`config.mk`:
```
export PLATFORM = sky130hd
export DESIGN_NAME = rv32_multicycle_datapath_flat
export DESIGN_NICKNAME = d
export VERILOG_FILES = /design/src/rtl/rv32_multicycle_datapath_if.sv /design/src/rtl/rv32_multicycle_datapath.sv /design/src/flat_wrapper.sv
export SDC_FILE = /design/constraint.sdc
export NUM_CORES = 2
export LEC_CHECK = 0
export CAP_MARGIN = 20
export CORE_MARGIN = 2
export CORE_UTILIZATION = 57
export CTS_CLUSTER_DIAMETER = 120
export DETAILED_ROUTE_END_ITERATION = 7
export GPL_TIMING_DRIVEN = 0
export PLACE_DENSITY_LB_ADDON = 0.1
export SLEW_MARGIN = 40
export SYNTH_ARGS = -nofsm -noshare
export SYNTH_HDL_FRONTEND = slang
export SYNTH_SLANG_ARGS = --single-unit
```
`constraint.sdc`:
```
create_clock -name clk -period 6.3 [get_ports clk]
set_input_delay 1.26 -clock clk [delete_from_list [all_inputs] [get_ports clk]]
set_output_delay 1.26 -clock clk [all_outputs]
set_load 0.05 [all_outputs]
```
`src/rtl/rv32_multicycle_datapath_if.sv`:
```
// Instruction-fetch and data-access handshake bundle for the multicycle core.
// Latency: none; wires only.
// Backpressure: the requester holds req/address/data until ready is seen high.
interface rv32_multicycle_datapath_if;
  logic        iReq;
  logic [31:0] iAddr;
  logic        iReady;
  logic [31:0] instr;
  logic        dReq;
  logic        dWe;
  logic [31:0] dAddress;
  logic [31:0] dWriteData;
  logic        dReady;
  logic [31:0] dReadData;

  modport master (
    output iReq, iAddr, dReq, dWe, dAddress, dWriteData,
    input  iReady, instr, dReady, dReadData
  );

  modport slave (
    input  iReq, iAddr, dReq, dWe, dAddress, dWriteData,
    output iReady, instr, dReady, dReadData
  );
endinterface

```
`src/rtl/rv32_multicycle_datapath.sv`:
```
// Multicycle RV32I core (ALU, LW, SW, branches) with a five-state sequencer and trap-to-HALT.
// Latency: branch 3, ALU 4, store 4, load 5 cycles, plus one per memory wait cycle.
// Backpressure: FETCH/MEM stall while iReady/dReady are low; requests stay stable until accepted.
module rv32_multicycle_datapath #(
  parameter logic [31:0] INITIAL_PC = 32'h00400000,
  parameter int          REGCOUNT   = 32
) (
  input  logic                         clk,
  input  logic                         rst,
  rv32_multicycle_datapath_if.master   bus,
  output logic [31:0]                  PC,
  output logic [31:0]                  WriteBackData,
  output logic                         retire,
  output logic                         halted
);
  localparam int RW = $clog2(REGCOUNT);

  localparam logic [6:0] OP_R      = 7'b0110011;
  localparam logic [6:0] OP_IMM    = 7'b0010011;
  localparam logic [6:0] OP_LOAD   = 7'b0000011;
  localparam logic [6:0] OP_STORE  = 7'b0100011;
  localparam logic [6:0] OP_BRANCH = 7'b1100011;

  typedef enum logic [2:0] {S_FETCH, S_DECODE, S_EXEC, S_MEM, S_WB, S_HALT} state_t;

  state_t      state_q, state_d;
  logic [31:0] pc_q, ir_q, a_q, b_q, imm_q, alu_out_q, mdr_q, wbd_q;
  logic [31:0] rf_q [REGCOUNT];

  // Decode fields always come from the latched IR, so every state sees the same instruction.
  logic [6:0]    opcode, funct7;
  logic [2:0]    funct3;
  logic [RW-1:0] rs1, rs2, rd;
  assign opcode = ir_q[6:0];
  assign funct3 = ir_q[14:12];
  assign funct7 = ir_q[31:25];
  assign rd     = ir_q[7 +: RW];
  assign rs1    = ir_q[15 +: RW];
  assign rs2    = ir_q[20 +: RW];

  logic is_r, is_imm, is_load, is_store, is_branch, is_mem;
  assign is_r      = (opcode == OP_R);
  assign is_imm    = (opcode == OP_IMM);
  assign is_load   = (opcode == OP_LOAD);
  assign is_store  = (opcode == OP_STORE);
  assign is_branch = (opcode == OP_BRANCH);
  assign is_mem    = is_load | is_store;

  // Legality: only funct7 = 0100000 variants that exist (SUB, SRA, SRAI) are accepted.
  logic legal;
  always_comb begin
    legal = 1'b0;
    case (opcode)
      OP_R:      legal = (funct7 == 7'h00) ||
                         (funct7 == 7'h20 && (funct3 == 3'b000 || funct3 == 3'b101));
      OP_IMM:    if (funct3 == 3'b001)      legal = (funct7 == 7'h00);
                 else if (funct3 == 3'b101) legal = (funct7 == 7'h00) || (funct7 == 7'h20);
                 else                       legal = 1'b1;
      OP_LOAD,
      OP_STORE:  legal = (funct3 == 3'b010);
      OP_BRANCH: legal = (funct3 != 3'b010) && (funct3 != 3'b011);
      default:   legal = 1'b0;
    endcase
  end

  logic [31:0] imm_i, imm_s, imm_b, imm_dec;
  assign imm_i   = {{20{ir_q[31]}}, ir_q[31:20]};
  assign imm_s   = {{20{ir_q[31]}}, ir_q[31:25], ir_q[11:7]};
  assign imm_b   = {{19{ir_q[31]}}, ir_q[31], ir_q[7], ir_q[30:25], ir_q[11:8], 1'b0};
  assign imm_dec = is_store ? imm_s : (is_branch ? imm_b : imm_i);

  // Shared ALU: second operand is B for R-type, IMM otherwise; funct7[5] picks SUB/SRA.
  logic [31:0] op_b, alu_res, addr_sum, br_target;
  logic [4:0]  shamt;
  logic        taken, addr_misalign, br_misalign;
  assign op_b  = is_r ? b_q : imm_q;
  assign shamt = op_b[4:0];
  always_comb begin
    alu_res = 32'h0;
    case (funct3)
      3'b000: alu_res = (is_r && funct7[5]) ? (a_q - op_b) : (a_q + op_b);
      3'b001: alu_res = a_q << shamt;
      3'b010: alu_res = {31'h0, $signed(a_q) < $signed(op_b)};
      3'b011: alu_res = {31'h0, a_q < op_b};
      3'b100: alu_res = a_q ^ op_b;
      3'b101: alu_res = funct7[5] ? 32'($signed(a_q) >>> shamt) : (a_q >> shamt);
      3'b110: alu_res = a_q | op_b;
      default: alu_res = a_q & op_b;
    endcase
  end

  // Branch condition from A/B; target resolved in EXEC using the shared adder inputs.
  always_comb begin
    taken = 1'b0;
    case (funct3)
      3'b000:  taken = (a_q == b_q);
      3'b001:  taken = (a_q != b_q);
      3'b100:  taken = ($signed(a_q) <  $signed(b_q));
      3'b101:  taken = ($signed(a_q) >= $signed(b_q));
      3'b110:  taken = (a_q <  b_q);
      3'b111:  taken = (a_q >= b_q);
      default: taken = 1'b0;
    endcase
  end
  assign addr_sum      = a_q + imm_q;
  assign br_target     = taken ? (pc_q + imm_q) : (pc_q + 32'd4);
  assign addr_misalign = (addr_sum[1:0] != 2'b00);
  assign br_misalign   = (br_target[1:0] != 2'b00);

  logic [31:0] wb_val;
  assign wb_val = is_load ? mdr_q : alu_out_q;

  // State register.
  always_ff @(posedge clk) begin
    if (rst) state_q <= S_FETCH;
    else     state_q <= state_d;
  end

  // Next-state sequencing, including the traps into HALT.
  always_comb begin
    state_d = state_q;
    case (state_q)
      S_FETCH:  if (bus.iReady) state_d = S_DECODE;
      S_DECODE: state_d = legal ? S_EXEC : S_HALT;
      S_EXEC: begin
        if (is_branch)   state_d = br_misalign ? S_HALT : S_FETCH;
        else if (is_mem) state_d = addr_misalign ? S_HALT : S_MEM;
        else             state_d = S_WB;
      end
      S_MEM:    if (bus.dReady) state_d = is_load ? S_WB : S_FETCH;
      S_WB:     state_d = S_FETCH;
      default:  state_d = S_HALT;
    endcase
  end

  // Outputs decoded from state; reset masks requests and status in the same cycle.
  always_comb begin
    bus.iReq       = !rst && (state_q == S_FETCH);
    bus.dReq       = !rst && (state_q == S_MEM);
    bus.iAddr      = pc_q;
    bus.dWe        = is_store;
    bus.dAddress   = alu_out_q;
    bus.dWriteData = b_q;
    halted         = !rst && (state_q == S_HALT);
    retire         = 1'b0;
    if (!rst) begin
      case (state_q)
        S_EXEC:  retire = is_branch && !br_misalign;
        S_MEM:   retire = bus.dReady && is_store;
        S_WB:    retire = 1'b1;
        default: retire = 1'b0;
      endcase
    end
  end

  // Datapath registers and register file, updated according to the current state.
  always_ff @(posedge clk) begin
    if (rst) begin
      pc_q      <= INITIAL_PC;
      ir_q      <= '0;
      a_q       <= '0;
      b_q       <= '0;
      imm_q     <= '0;
      alu_out_q <= '0;
      mdr_q     <= '0;
      wbd_q     <= '0;
      for (int i = 0; i < REGCOUNT; i++) rf_q[i] <= '0;
    end else begin
      case (state_q)
        S_FETCH:  if (bus.iReady) ir_q <= bus.instr;
        S_DECODE: begin
          a_q   <= (rs1 == '0) ? 32'h0 : rf_q[rs1];
          b_q   <= (rs2 == '0) ? 32'h0 : rf_q[rs2];
          imm_q <= imm_dec;
        end
        S_EXEC: begin
          if (is_branch) begin
            if (!br_misalign) pc_q <= br_target;
          end else begin
            alu_out_q <= is_mem ? addr_sum : alu_res;
          end
        end
        S_MEM: if (bus.dReady) begin
          if (is_load) mdr_q <= bus.dReadData;
          else         pc_q  <= pc_q + 32'd4;
        end
        S_WB: begin
          if (rd != '0) rf_q[rd] <= wb_val;
          wbd_q <= wb_val;
          pc_q  <= pc_q + 32'd4;
        end
        default: ;
      endcase
    end
  end

  assign PC            = pc_q;
  assign WriteBackData = wbd_q;
endmodule
```
`src/flat_wrapper.sv`:
```
// flat-port wrapper written by rule: the top's interface ports become plain ports
module rv32_multicycle_datapath_flat 
#(
  parameter logic [31:0] INITIAL_PC = 32'h00400000,
  parameter int          REGCOUNT   = 32
)
  (clk, rst, PC, WriteBackData, retire, halted, bus_iReq, bus_iAddr, bus_dReq, bus_dWe, bus_dAddress, bus_dWriteData, bus_iReady, bus_instr, bus_dReady, bus_dReadData);
  rv32_multicycle_datapath_if bus_i ();
  input  logic clk;
  input  logic rst;
  output logic [31:0] PC;
  output logic [31:0] WriteBackData;
  output logic retire;
  output logic halted;
  output wire logic [$bits(bus_i.iReq)-1:0] bus_iReq;
  output wire logic [$bits(bus_i.iAddr)-1:0] bus_iAddr;
  output wire logic [$bits(bus_i.dReq)-1:0] bus_dReq;
  output wire logic [$bits(bus_i.dWe)-1:0] bus_dWe;
  output wire logic [$bits(bus_i.dAddress)-1:0] bus_dAddress;
  output wire logic [$bits(bus_i.dWriteData)-1:0] bus_dWriteData;
  input wire logic [$bits(bus_i.iReady)-1:0] bus_iReady;
  input wire logic [$bits(bus_i.instr)-1:0] bus_instr;
  input wire logic [$bits(bus_i.dReady)-1:0] bus_dReady;
  input wire logic [$bits(bus_i.dReadData)-1:0] bus_dReadData;
  assign bus_iReq = bus_i.iReq;
  assign bus_iAddr = bus_i.iAddr;
  assign bus_dReq = bus_i.dReq;
  assign bus_dWe = bus_i.dWe;
  assign bus_dAddress = bus_i.dAddress;
  assign bus_dWriteData = bus_i.dWriteData;
  assign bus_i.iReady = bus_iReady;
  assign bus_i.instr = bus_instr;
  assign bus_i.dReady = bus_dReady;
  assign bus_i.dReadData = bus_dReadData;
  rv32_multicycle_datapath #(.INITIAL_PC(INITIAL_PC), .REGCOUNT(REGCOUNT)) u_core (.clk(clk), .rst(rst), .bus(bus_i), .PC(PC), .WriteBackData(WriteBackData), .retire(retire), .halted(halted));
endmodule
```
==> impl_metrics.yaml <==
status:
  status: "finished, violations left"
  violations: "DRC, setup timing"
pwr:
  p_clk_share_pct: 35.2
  seqPwrFrac_pct: 39.9
  ir_worst_vdd_uv: 311
  p_per_area_nw_per_um2: 285
  switchingPower_mw: 8.22
  switching_share_pct: 33.4
  p_int_mw: 16.4
  p_leak_nw: 28.8
  power_frac_comb_pct: 24.9
  fin_total_pwr_mw: 24.6
clock_network:
  hold_buffers: 0
  htreeDepth: 4
  cts_tree: "yes"
  clockRootBuffer: "clkbuf_16"
  path_clk_slew_ps: 60
  cts.sinks: 1274
  clock_latency_ps: 830
  clk_path_buf_depth: 3
  cts_buffers: 138
die:
  core_um2: 132000
  die_h_um: 368
  initial_core_util_pct: 57.5
  die_x_um: 368
  ioPinCount: 233
  die_area_um2: 136000
  num_rows: 133
cells_and_area:
  layout-drive-gt1-share_pct: 18.5
  fin_util_pct: 65.7
  fill_cells: 9171
  layout.cells.non_filler: 8849
  syn_to_final_growth_pct: 14.3
  final_cell_mix: "nor2_1 (1352), edfxtp_1 (1024), mux4_2 (672)"
  nets: 7238
  layout_commonest_cell: "nor2_1"
timing:
  tightest_slew_ps: 1090
  finalClockSkew_ps: 52.8
  setup_viol: 2
  hold_slack_ps: 461
  hold_violations: 0
  layout_min_cycle_time_ps: 6350
  final_max_slew_viol_count: 0
  fin_tns_setup_ps: -106
  max_freq_mhz: 157
  worst_slack_ps: -53.8
  fin_crit_sh_pct: 101
  relSlewSlack_pct: 27.2
  rsz0062_at_grt: "yes"
yosys:
  synth_ff_type: "edfxtp_1"
  ys_warn_count: 0
  avgSynthCellArea_um2: 11.6
  ys_ff_latch: 1274
  synthCells: 6540
  synthArstFlopShare_pct: 0
  netlist_area_um2: 75700
  ys_seq_area_share_pct: 47.2
  synth_enable_flop_cells: 1024
  ys_types: 112
grt:
  antenna_found_initial: 25
  grt_pass1_vias: 64800
  gr-usage-all-layers_pct: 50.6
  overflow: 0
  grt_start_max_net_pins: 33
  grt_pass1_wl_um: 481000
worst_setup_path:
  timing.rr.end: "u_core.bus.dAddress[31]"
  r2r-start: "u_core.ir_q[6]"
  start_kind: "flop"
  cp_max_fo: 11
  crit_path_end_kind: "flop"
  r2r_setup_slack_ps: -50
  critPathKind: "reg -> reg"
  crit_required_ps: 7000
  arrival_ps: 7060
  reg2reg_depth: 19
drt:
  drc: 30
  wirelength_um: 347000
  antenna_left: 0
  vias_per_cell: 7.52
  drt_iter0_markers: 12400
  num_vias: 66600
  wl_per_cell_um: 39.3
  dr.pass1.iters: 8
min_path:
  min_from: "u_core.mdr_q[28]"
  whs_path_depth: 2
  hp-class: "reg -> reg"
  min_to: "u_core.mdr_q[28]"
run:
  drv_cap: 0
placed_design:
  port_buffers: 231
  gp_routability_congestion: 1.17
  place_inst: 8584
  hpwl_um: 259000
stage by stage:
| stage | setup slack [ps] | cell area [µm²] |
|---|---|---|
| 2_1_floorplan | 1360 | 75800 |
| 3_3_place_gp | -1850 | 80300 |
| 3_5_place_dp | -339 | 81500 |
| 4_1_cts | -4.99 | 86300 |
| 5_1_grt | -2.51 | 86500 |
| 6_report | -53.8 | 86500 |
area by class of cell:
cell class              count  area [µm²]  area share [%]
plain buffers             611        2730            3.16
diodes                     12        30.0          0.0347
multi-input cells        4514       37500            43.4
clock buffers             173        3610            4.18
clock inverters            77        1080            1.25
inverters                 170         642           0.742
repair buffers            263        2940            3.40
well taps                1755        2200            2.54
flip-flops and latches   1274       35800            41.3
power by group through the flow:
stage	Clock, mW	Combinational, mW	Sequential [mW]
3_3_place_gp	0	5.54	9.91
5_1_grt	8.81	6.19	9.83
2_1_floorplan	0	3.36	9.95
4_1_cts	8.49	5.78	9.79
6_report	8.67	6.13	9.83
3_5_place_dp	0	5.68	9.94
cell families (layout without fill, tap and decap cells):
family | Yosys count | after routing | share of synthesized area [%]
compound gates | 1186 | 1186 | 10.2
xor+xnor | 75 | 75 | 0.878
fa+ha+maj | 198 | 198 | 3.31
buf+inv | 783 | 1294 | 4.20
flops | 1274 | 1274 | 47.2
mux | 816 | 816 | 21.9
other cells | 1 | 44 | 0.00495
simple gates | 2207 | 2207 | 12.3
metal layers:
| layer | track usage [%] | part of all wire [%] | vias to the layer above |
|---|---|---|---|
| met2 | 77.3 | 44 | 6929 |
| met1 | 57.4 | 31 | 32100 |
| met5 | 0.641 | 0.070 | - |
| met3 | 18.0 | 14 | 1942 |
| li1 | - | - | 25500 |
| met4 | 41.6 | 11 | 28 |
state kept, by name, indices dropped and copies added, names as in the netlist, named ones only:
register	flops
u_core.mdr_q	32
u_core.imm_q	13
u_core.a_q	32
u_core.ir_q	32
u_core.state_q	3
u_core.bus.dWriteData	32
u_core.WriteBackData	32
u_core.PC	32
u_core.bus.dAddress	32
u_core.rf_q	1024
critical path, cell delays in order (launching register included):
cell and delay (ps):
dfxtp_1 430, buf_2 360, inv_2 140, buf_2 250
nand3_2 260, mux2i_1 400, buf_2 350, clkbuf_4 360
buf_2 420, ha_1 210, clkbuf_1 380, a31o_2 300
and3_1 230, o2111ai_1 250, o21ba_2 360, o21bai_1 440
a311oi_2 200, o21ai_0 370, mux2i_1 150, o41ai_1 350
worst max-delay path by stage:
stage | slack [ps] | startpoint | endpoint
after floorplan | 1360 | u_core.bus.dWriteData[31] | retire
after global placement | -1850 | u_core.ir_q[6] | u_core.bus.dAddress[29]
after detailed placement | -340 | u_core.ir_q[6] | u_core.bus.dAddress[29]
after CTS | -5 | u_core.a_q[0] | retire
after global routing | -3 | u_core.ir_q[6] | u_core.bus.dAddress[31]
final | -50 | u_core.ir_q[6] | u_core.bus.dAddress[31]
cell usage after synthesis (11+ instances only):
master | number | area, µm²
nor2b_1 | 19 | 119
o21ai_1 | 28 | 140
buf_2 | 34 | 170
nor2_1 | 1359 | 5100
o21ai_0 | 222 | 1110
buf_4 | 40 | 300
mux2i_1 | 138 | 1380
xnor2_1 | 50 | 438
a22o_1 | 20 | 175
nand2_1 | 436 | 1640
a32oi_1 | 13 | 114
o2111ai_1 | 11 | 96.3
nor4_1 | 18 | 113
mux4_2 | 672 | 15100
a22oi_1 | 18 | 135
a21oi_1 | 359 | 1800
a31oi_1 | 38 | 238
and3_1 | 25 | 156
a221oi_1 | 17 | 149
nor3_1 | 83 | 415
a21o_1 | 72 | 541
nand2b_1 | 49 | 307
xor2_1 | 24 | 210
edfxtp_1 | 1024 | 30700
dfxtp_1 | 250 | 5000
o211ai_1 | 46 | 345
buf_1 | 72 | 270
clkbuf_1 | 461 | 1730
inv_1 | 164 | 616
and2_1 | 18 | 113
o22ai_1 | 19 | 119
or3_1 | 21 | 131
o21a_1 | 26 | 195
a211oi_1 | 99 | 743
nand3_1 | 71 | 355
o221ai_1 | 21 | 184
ha_1 | 194 | 2430
a311oi_1 | 27 | 236
nand4_1 | 32 | 200
a2111oi_0 | 24 | 210
o21bai_1 | 26 | 195
repair_timing:
item,in CTS,in global routing
setup buffers,3,1
pin swaps,1,1
gates resized for setup,15,18
endpoints found under the setup margin,12,9
cloned,0,0
(Power assumes the default switching activity.)
